<file path="config.mk">
export PLATFORM = sky130hd
export DESIGN_NAME = wave_gen_dds_flat
export DESIGN_NICKNAME = d
export VERILOG_FILES = /design/src/rtl/wave_gen_dds_if.sv /design/src/rtl/wave_gen_dds.sv /design/src/flat_wrapper.sv
export SDC_FILE = /design/constraint.sdc
export NUM_CORES = 1
export LEC_CHECK = 0
export BUFFER_PORTS_ARGS = -buffer_cell sky130_fd_sc_hd__buf_2
export CORE_ASPECT_RATIO = 1.75
export CORE_MARGIN = 2
export CORE_UTILIZATION = 58
export DETAILED_ROUTE_END_ITERATION = 7
export PLACE_DENSITY = 0.79
export SKIP_CTS_REPAIR_TIMING = 1
export SYNTH_ARGS = -nofsm -noshare
export SYNTH_HDL_FRONTEND = slang
export SYNTH_SLANG_ARGS = --single-unit
</file>
<file path="constraint.sdc">
create_clock -name clk -period 5.64 [get_ports clk]
set_clock_uncertainty 0.2 [all_clocks]
set_input_delay 0.846 -clock clk [delete_from_list [all_inputs] [get_ports clk]]
set_output_delay 0.846 -clock clk [all_outputs]
set_load 0.01 [all_outputs]
</file>
<file path="src/rtl/wave_gen_dds_if.sv">
// rtl/wave_gen_dds_if.sv - control and sample bus of the DDS tone generator
interface wave_gen_dds_if #(
  parameter int PHASE_W = 24,
  parameter int OUT_W   = 16,
  parameter int AMP_W   = 8
);
  logic               en;
  logic               sample_stb;
  logic [PHASE_W-1:0] freq_word;
  logic               phase_sync;
  logic [1:0]         mode;
  logic [AMP_W-1:0]   amp;
  logic [OUT_W-1:0]   music_o;
  logic               valid_o;

  modport master (
    output en, sample_stb, freq_word, phase_sync, mode, amp,
    input  music_o, valid_o
  );

  modport slave (
    input  en, sample_stb, freq_word, phase_sync, mode, amp,
    output music_o, valid_o
  );
endinterface

</file>
<file path="src/rtl/wave_gen_dds.sv">
// rtl/wave_gen_dds.sv - DDS tone generator: phase accumulator, waveform stage, amplitude stage
module wave_gen_dds #(
  parameter int PHASE_W = 24,
  parameter int OUT_W   = 16,
  parameter int LUT_AW  = 6,
  parameter int AMP_W   = 8
) (
  input logic           clk,
  input logic           rst_n,
  wave_gen_dds_if.slave bus
);
  localparam int N = 1 << LUT_AW;
  localparam logic [OUT_W-1:0]  PEAK     = {1'b0, {(OUT_W-1){1'b1}}};
  localparam logic [OUT_W-1:0]  NEG_PEAK = ~PEAK + 1'b1;
  localparam logic [OUT_W-1:0]  MIN_VAL  = {1'b1, {(OUT_W-1){1'b0}}};
  localparam logic [LUT_AW:0]   N_IDX    = (LUT_AW+1)'(N);

  // Quarter sine at 65 points, round(32767*sin(pi/2*i/64)).
  function automatic logic [15:0] qtab(input logic [6:0] i);
    case (i)
      7'd0:  qtab = 16'd0;     7'd1:  qtab = 16'd804;   7'd2:  qtab = 16'd1608;
      7'd3:  qtab = 16'd2411;  7'd4:  qtab = 16'd3212;  7'd5:  qtab = 16'd4011;
      7'd6:  qtab = 16'd4808;  7'd7:  qtab = 16'd5602;  7'd8:  qtab = 16'd6393;
      7'd9:  qtab = 16'd7179;  7'd10: qtab = 16'd7962;  7'd11: qtab = 16'd8739;
      7'd12: qtab = 16'd9512;  7'd13: qtab = 16'd10278; 7'd14: qtab = 16'd11039;
      7'd15: qtab = 16'd11793; 7'd16: qtab = 16'd12539; 7'd17: qtab = 16'd13279;
      7'd18: qtab = 16'd14010; 7'd19: qtab = 16'd14732; 7'd20: qtab = 16'd15446;
      7'd21: qtab = 16'd16151; 7'd22: qtab = 16'd16846; 7'd23: qtab = 16'd17530;
      7'd24: qtab = 16'd18204; 7'd25: qtab = 16'd18868; 7'd26: qtab = 16'd19519;
      7'd27: qtab = 16'd20159; 7'd28: qtab = 16'd20787; 7'd29: qtab = 16'd21403;
      7'd30: qtab = 16'd22005; 7'd31: qtab = 16'd22594; 7'd32: qtab = 16'd23170;
      7'd33: qtab = 16'd23731; 7'd34: qtab = 16'd24279; 7'd35: qtab = 16'd24811;
      7'd36: qtab = 16'd25329; 7'd37: qtab = 16'd25832; 7'd38: qtab = 16'd26319;
      7'd39: qtab = 16'd26790; 7'd40: qtab = 16'd27245; 7'd41: qtab = 16'd27683;
      7'd42: qtab = 16'd28105; 7'd43: qtab = 16'd28510; 7'd44: qtab = 16'd28898;
      7'd45: qtab = 16'd29268; 7'd46: qtab = 16'd29621; 7'd47: qtab = 16'd29956;
      7'd48: qtab = 16'd30273; 7'd49: qtab = 16'd30571; 7'd50: qtab = 16'd30852;
      7'd51: qtab = 16'd31113; 7'd52: qtab = 16'd31356; 7'd53: qtab = 16'd31580;
      7'd54: qtab = 16'd31785; 7'd55: qtab = 16'd31971; 7'd56: qtab = 16'd32137;
      7'd57: qtab = 16'd32285; 7'd58: qtab = 16'd32412; 7'd59: qtab = 16'd32521;
      7'd60: qtab = 16'd32609; 7'd61: qtab = 16'd32678; 7'd62: qtab = 16'd32728;
      7'd63: qtab = 16'd32757; 7'd64: qtab = 16'd32767;
      default: qtab = 16'd0;
    endcase
  endfunction

  // The base table is exact at OUT_W=16; other widths rescale it to PEAK with rounding.
  function automatic logic [OUT_W-1:0] sine_mag(input logic [LUT_AW:0] idx);
    logic [6:0]  i64;
    logic [15:0] t;
    i64 = 7'((32'(idx) << 6) >> LUT_AW);
    t   = qtab(i64);
    if (OUT_W == 16) sine_mag = OUT_W'(t);
    else sine_mag = OUT_W'((64'(t) * 64'(PEAK) + 64'd16383) / 64'd32767);
  endfunction

  // Stage 0: accumulator and capture
  logic               accept;
  logic [PHASE_W-1:0] acc;
  logic [PHASE_W-1:0] cap_ph;
  logic               s0_vld;
  logic [OUT_W-1:0]   s0_ph;
  logic [1:0]         s0_mode;
  logic [AMP_W-1:0]   s0_amp;

  assign accept = bus.en & bus.sample_stb;
  assign cap_ph = bus.phase_sync ? '0 : acc;

  always_ff @(posedge clk or negedge rst_n) begin
    if (!rst_n) begin
      acc     <= '0;
      s0_vld  <= 1'b0;
      s0_ph   <= '0;
      s0_mode <= '0;
      s0_amp  <= '0;
    end else begin
      s0_vld <= accept;
      if (accept) begin
        s0_ph   <= cap_ph[PHASE_W-1 -: OUT_W];
        s0_mode <= bus.mode;
        s0_amp  <= bus.amp;
      end
      if (bus.phase_sync) acc <= accept ? bus.freq_word : '0;
      else if (accept) acc <= acc + bus.freq_word;
    end
  end

  // Stage 1: waveform shaping from the top OUT_W phase bits
  logic [1:0]       quad;
  logic [LUT_AW-1:0] k;
  logic [LUT_AW:0]  idx;
  logic [OUT_W-1:0] mag;
  logic [OUT_W-1:0] flip;
  logic [OUT_W-1:0] saw;
  logic [OUT_W-1:0] wave;

  always_comb begin
    quad = s0_ph[OUT_W-1 -: 2];
    k    = s0_ph[OUT_W-3 -: LUT_AW];
    idx  = quad[0] ? (N_IDX - {1'b0, k}) : {1'b0, k};
    mag  = sine_mag(idx);
    flip = s0_ph[OUT_W-1] ? ~s0_ph : s0_ph;
    saw  = {~s0_ph[OUT_W-1], s0_ph[OUT_W-2:0]};
    case (s0_mode)
      2'd0:    wave = quad[1] ? (~mag + 1'b1) : mag;
      2'd1:    wave = (flip << 1) - PEAK;
      2'd2:    wave = s0_ph[OUT_W-1] ? NEG_PEAK : PEAK;
      default: wave = (saw == MIN_VAL) ? NEG_PEAK : saw;
    endcase
  end

  logic             s1_vld;
  logic [OUT_W-1:0] s1_wave;
  logic [AMP_W-1:0] s1_amp;

  always_ff @(posedge clk or negedge rst_n) begin
    if (!rst_n) begin
      s1_vld  <= 1'b0;
      s1_wave <= '0;
      s1_amp  <= '0;
    end else begin
      s1_vld <= s0_vld;
      if (s0_vld) begin
        s1_wave <= wave;
        s1_amp  <= s0_amp;
      end
    end
  end

  // Stage 2: amplitude scaling, floor of the arithmetic shift
  logic signed [OUT_W+AMP_W:0] prod;
  assign prod = $signed(s1_wave) * $signed({1'b0, s1_amp});

  always_ff @(posedge clk or negedge rst_n) begin
    if (!rst_n) begin
      bus.music_o <= '0;
      bus.valid_o <= 1'b0;
    end else begin
      bus.valid_o <= s1_vld;
      if (s1_vld) bus.music_o <= (&s1_amp) ? s1_wave : OUT_W'(prod >>> AMP_W);
    end
  end
endmodule

</file>
<file path="src/flat_wrapper.sv">
// flat-port wrapper written by rule: the top's interface ports become plain ports
module wave_gen_dds_flat 
#(
  parameter int PHASE_W = 24,
  parameter int OUT_W   = 16,
  parameter int LUT_AW  = 6,
  parameter int AMP_W   = 8
)
  (clk, rst_n, bus_en, bus_sample_stb, bus_freq_word, bus_phase_sync, bus_mode, bus_amp, bus_music_o, bus_valid_o);
  wave_gen_dds_if #(.PHASE_W(PHASE_W), .OUT_W(OUT_W), .AMP_W(AMP_W)) bus_i ();
  input logic clk;
  input logic rst_n;
  input wire logic [$bits(bus_i.en)-1:0] bus_en;
  input wire logic [$bits(bus_i.sample_stb)-1:0] bus_sample_stb;
  input wire logic [$bits(bus_i.freq_word)-1:0] bus_freq_word;
  input wire logic [$bits(bus_i.phase_sync)-1:0] bus_phase_sync;
  input wire logic [$bits(bus_i.mode)-1:0] bus_mode;
  input wire logic [$bits(bus_i.amp)-1:0] bus_amp;
  output wire logic [$bits(bus_i.music_o)-1:0] bus_music_o;
  output wire logic [$bits(bus_i.valid_o)-1:0] bus_valid_o;
  assign bus_i.en = bus_en;
  assign bus_i.sample_stb = bus_sample_stb;
  assign bus_i.freq_word = bus_freq_word;
  assign bus_i.phase_sync = bus_phase_sync;
  assign bus_i.mode = bus_mode;
  assign bus_i.amp = bus_amp;
  assign bus_music_o = bus_i.music_o;
  assign bus_valid_o = bus_i.valid_o;
  wave_gen_dds #(.PHASE_W(PHASE_W), .OUT_W(OUT_W), .LUT_AW(LUT_AW), .AMP_W(AMP_W)) u_core (.clk(clk), .rst_n(rst_n), .bus(bus_i));
endmodule
</file>
==> metrics.txt, run 1 <==
status=finished, final reports clean; Root Driver=clkbuf_16; top cells by count, synth=nand2_1, inv_1, a21oi_1; die area=23,000 um^2; most frequent cell after synthesis=nand2_1; vias in the first global route=11,600; Clock Latency Late Sink=370 ps; Avg Cell Area, Syn=8.21 um^2; Final WS setup=259 ps; Ant. Diodes=0; via-per-instance ratio=approximately 6.1; routed vias=11,400; nets@finish=approximately 1,800; TritonRoute pass-1 iters=5; period utilisation layout=95.4%; clk sinks=93; chip width=116 um; Min-Delay Path Class=primary input to async pin; Setup TNS=0 ps; Gate Count Post-Synth=1,541; r2r startpoint=u_core.s1_amp[5]; CP max FO=11; pin count of the biggest net entering global routing=76; M2 GR Usage=56.7%; grt ovf=0; crit path DAT=5440 ps; #FFs+latches synth=93; IO Pins=56; Max Fclk=0.186 GHz; Leak Pwr=6.30 nW; overall power=0.00917 W; CTS buffer count=9; Die Ht=199 um; Final min period=5380 ps; Seq/Total Area, Yosys=18.4%; Fillers=1,855; wire per inst=19.0 um; share of cells above drive strength 1=14.1%; CP startpoint=u_core.s1_amp[5]; Final setup viols=0; post-place setup slack=-65.2 ps; first-pass GRT wire length=57.3 mm; M3 GR Usage=4.25%; # rows=71; post-route ant nets=0; Required @ worst endpoint=5700 ps; Yosys top cell by area=dfrtp_1; met1 GRT Util=33.0%; GRT busiest layer=met2; H-Tree Depth=3; Area contributors post-synth=dfrtp_1, fa_1, ha_1, nand2_1, inv_1; # DRC=0; deepest clock path buffer count=2; initial antenna violation count=0; asr flop ratio synth=100%; Worst-path clk slew=around 80 ps; worst slew pin tran=1010 ps; count of different cell masters after synthesis=about 110; Initial DRC Count=790; Final Hold Fails=0; Post-Syn Nets=1,761; critical setup path kind=register to register; Max-slew headroom=32.6%; Startpoint Class=register; synth warn=0; # Max-Cap Violations=0; initial core utilization=approximately three fifths; maximum vdd ir drop=0.000435 V; HPWL after DPL=27.4 mm; Final GP Congestion=1.03; Most used DFF post-synth=dfrtp_1; Routed WL=approximately 35 mm; Mapped Area=between 10,000 and 15,000 um^2; IO buf count=55; Critical Path End Type=register; PD cells=672 nW/um^2; Tot GR Track Use=31.5%; P&R area growth vs syn=7.90%; share of the synthesized area in the top cell type=around 18%; CORE AREA=around 21,000 um^2; RSZ-0062 raised after global routing=no; fin. max-slew vios=0; EDFF count, synth=0; CTS tree=built
## worst paths after layout
path	slack, ps	cells past startpoint	endpoint
worst max-delay path	260	18	u_core.bus.music_o[15]
worst min-delay path	140	1	u_core.s0_amp[5]
worst max register to register	260	18	u_core.bus.music_o[15]
worst min register to register	270	2	u_core.s0_amp[2]
max in group asynchronous	3770	2	u_core.s1_wave[7]
min in group clk	270	2	u_core.s0_amp[2]
## layer usage
layer	routed length [um]	up-vias
li1	-	5347
met1	12500	5565
met2	18900	380
met5	0	-
met4	2610	0
met3	1440	156
## worst max-delay path, cell delays in order, from the launching register on
cell and delay (ps):
dfrtp_2 470, buf_4 200, and2_1 160, fa_1 550
fa_1 440, fa_1 540, inv_1 50, fa_1 530
inv_1 50, ha_1 360, a21o_1 180, a21o_1 180
or2_2 290, a21oi_2 150, o31ai_1 130, or3_1 340
a31oi_1 220, xnor2_1 130, o21ai_0 80
## sequential cells by signal, indices dropped and copies added, names as in the netlist
register / cells
u_core.acc: 24
u_core.bus.music_o: 16
u_core.s0_ph: 16
u_core.s1_wave: 16
u_core.s0_amp: 8
u_core.s1_amp: 8
u_core.s0_mode: 2
u_core.bus.valid_o: 1
u_core.s0_vld: 1
u_core.s1_vld: 1
## layout make-up
class | count | area (um^2) | share of cell area (%)
multi-input combinational | 1169 | 9200 | 67.4
sequential | 93 | 2340 | 17.1
timing repair buffer | 124 | 796 | 5.83
inverter | 168 | 631 | 4.62
tap | 292 | 365 | 2.68
clock buffer | 10 | 239 | 1.75
clock inverter | 6 | 75.1 | 0.550
## kinds of logic after synthesis
| logic type | Yosys count | synth area share [%] |
|---|---|---|
| AOI/OAI and AO/OA | 393 | 20.9 |
| and+or+nand+nor | 506 | 20.4 |
| buffers and inverters | 279 | 9.12 |
| DFF | 93 | 18.4 |
| muxes | 40 | 3.48 |
| xor gates and xnor gates | 49 | 3.80 |
| adders and majority gates | 181 | 23.8 |
## stage by stage
| stage | hold WS [ps] | utilization (%) | area (um^2) | cells |
|---|---|---|---|---|
| detailed placement | 260 | 61.7 | 13300 | 1843 |
| finish | 144 | 63.5 | 13600 | 1862 |
| floorplan | 206 | - | 12600 | 1541 |
| global route | 160 | 63.5 | 13600 | 1862 |
| global placement | 255 | 61.7 | 13300 | 1843 |
| CTS | 145 | 63.2 | 13600 | 1859 |
## where the power goes
part	internal (W)	switching (W)	total, W	leakage [nW]
clock network	0.000363	0.000307	0.000670	0.152
registers	0.000835	0.000207	0.00104	1.15
logic	0.00328	0.00417	0.00745	5.00
total	0.00448	0.00469	0.00917	6.30
## placed cells by master (no fill, tap or decap), types with 31 or more instances in the layout
cell type | synthesis | final
ha_1 | 81 | 80
xnor2_1 | 31 | 31
inv_1 | 162 | 162
o21ai_0 | 85 | 84
buf_4 | 5 | 70
buf_2 | 18 | 54
dfrtp_1 | 93 | 83
nor2_1 | 87 | 87
nand3_1 | 39 | 39
nand2_1 | 173 | 172
and2_1 | 59 | 59
a21oi_1 | 107 | 104
fa_1 | 100 | 100
No activity file was read; power rests on OpenSTA's default activity.
==> run 2: changes to the inputs <==
- GPL_TIMING_DRIVEN: not set -> 0
==> run 2 against run 1 <==
Effect of this change: routed wire length up 14%; worst setup slack worse by 120 ps; sequential cell count unchanged; die area unchanged; global-route usage up 4.8 points; design area up 1.2%; register-to-register slack worse by 120 ps; cell count up 2.2%; clock-buffer cell count down 1; non-clock buffer count up 41; critical endpoint is now u_core.s1_wave[4]; largest cell class unchanged.
==> metrics.txt, run 2 (synthesis results as in run 1) <==
pin count of the biggest net entering global routing=63 (-17%); Ant. Diodes=0 (unchanged); Worst-path clk slew=80 ps (about the same); clk sinks=93 (unchanged); vias in the first global route=12,500 (+7.5%); Final min period=5500 ps (+116 ps); crit path buf inv count=7 (+4); wire per inst=21.2 um (+12%); CORE AREA=21,500 um^2 (unchanged); initial core utilization=58.8% (unchanged); # rows=71 (unchanged); period utilisation layout=97.5% (+2.1 points); critical setup path kind=register to register; Placed Area=13,300 um^2 (+0.36%); deepest clock path buffer count=2 (unchanged); Final setup viols=0 (unchanged); status=finished, final reports clean; Required @ worst endpoint=5750 ps (+50 ps); die area=23,000 um^2 (unchanged); P&R area growth vs syn=9.24%; Final WS setup=144 ps (-116 ps); H-Tree Depth=3 (unchanged); Final GP Congestion=1.00 (-2.4%); register with the most flip-flops=u_core.acc; final core occ=64.3% (+0.79 points); first-pass GRT wire length=64.5 mm (+13%); PD cells=673 nW/um^2 (+0.26%); TritonRoute pass-1 iters=5 (unchanged); chip width=116 um (unchanged); crit-path cells=buf_2 -> clkinvlp_4 -> ha_2 -> mux2i_4 -> inv_1 -> clkbuf_2 -> ha_1 -> clkbuf_2 -> mux2i_1 -> a2111oi_1 -> o32ai_2 -> buf_4 -> and2_1 -> ha_1 -> inv_1 -> o31ai_4 -> xnor2_1 -> a21oi_1 -> nor2_1; maximum vdd ir drop=0.000437 V (+0.44%); Clock Latency Late Sink=370 ps (about the same); share of cells above drive strength 1=13.3% (-0.73 points); grt ovf=0 (unchanged); HPWL after DPL=31.9 mm (+16%); commonest non-fill, non-tap cells in the layout=nand2_1, inv_1, a21oi_1; Final Hold Fails=0 (unchanged); crit path DAT=5610 ps (+170 ps); Leak Pwr=6.32 nW (+0.27%); sw frac=52.4% (+1.3 points); Critical Path End Type=register; Routed WL=40.4 mm (+14%); # DRC=0 (unchanged); worst slew pin tran=991 ps (-18.6 ps); most common cell after layout, fill and taps aside=nand2_1; max incr delay on CP=540 ps (about the same); post-route ant nets=0 (unchanged); clock power share=6.9% (-0.4 points); fin. max-slew vios=0 (unchanged); Worst path top cell family by delay=buffers and inverters; Crit-path slowest cell=dfrtp_2; CTS buffer count=9 (unchanged); # Max-Cap Violations=0 (unchanged); routed vias=12,000 (+4.7%); nets@finish=1,826 (+2.3%); Die Ht=199 um (unchanged); Root Driver=clkbuf_16; Fillers=1,874 (+1.0%); via-per-instance ratio=6.30 (+2.5%); internal cell power=0.00443 W (-1.2%); P_sw=0.00488 W (+4.1%); post-place setup slack=-1290 ps (-1230 ps); CP max FO=12 (+1); max reg flops=24 (unchanged); Min-Delay Path Class=primary input to async pin; Finished Cell Area=13,800 um^2 (+1.2%); Startpoint Class=register; Max Fclk=0.182 GHz (-2.1%); Initial DRC Count=808 (+2.3%); IO buf count=54 (-1.8%); IO Pins=56 (unchanged); CTS tree=built; Comb pwr share=81.6% (+0.3 points); Max-slew headroom=33.4% (+0.79 points); initial antenna violation count=0 (unchanged); register share of total power=11.5% (about the same); Tot GR Track Use=36.3% (+4.8 points); overall power=0.00930 W (+1.5%)
[run 2: changes by cell type in the layout (fill, tap and decap cells not counted), sizes merged]
cell      change
bufinv        -1
clkbuf       +48
clkinvlp      +1
clkinv        +1
buf           -8
[run 2: final timing paths]
path,start,to,slack (ps),depth (start not counted)
max,u_core.s0_ph[8],u_core.s1_wave[4],140,19
min,rst_n,u_core.s0_amp[3],220,1
max reg2reg,u_core.s0_ph[8],u_core.s1_wave[4],140,19
min reg2reg,u_core.s0_amp[3],u_core.s0_amp[3],280,2
max in group asynchronous,rst_n,u_core.s0_ph[8],4350,2
min in group clk,u_core.s0_amp[3],u_core.s0_amp[3],280,2
[run 2: area by class of cell]
cell class / count / area [um^2] / area share (%)
Buffer: 91 / 487 / 3.52
Multi-Input combinational cell: 1169 / 9250 / 66.9
Tap cell: 292 / 365 / 2.64
Inverter: 168 / 634 / 4.59
Sequential cell: 93 / 2340 / 16.9
Clock buffer: 9 / 225 / 1.63
Timing Repair Buffer: 74 / 443 / 3.21
Clock inverter: 7 / 75.1 / 0.543
[run 2: power groups by stage]
stage	Clock, W	Sequential [W]	Combinational, W
finish	0.000639	0.00107	0.00760
global route	0.000669	0.00109	0.00869
CTS	0.000641	0.000948	0.00725
detailed placement	0	0.000961	0.00720
global placement	0	0.000952	0.00695
floorplan	0	0.000945	0.00559
[run 2: through the flow]
step	setup TNS [ps]	cells	hold slack (ps)
final	0	1903	223
after global routing	-44.2	1903	263
after CTS	-19320	1904	232
after detailed placement	-18700	1888	266
after global placement	-18630	1887	255
after floorplan	0	1541	206
[run 2: layer usage]
| layer | GRT usage [%] | vias up | part of all wire, % |
|---|---|---|---|
| met3 | 5.28 | 207 | 5.0 |
| met1 | 36.6 | 5854 | 34 |
| met4 | 28.5 | 0 | 8.2 |
| met2 | 65.3 | 497 | 53 |
| met5 | 0 | - | 0 |
| li1 | - | 5430 | - |
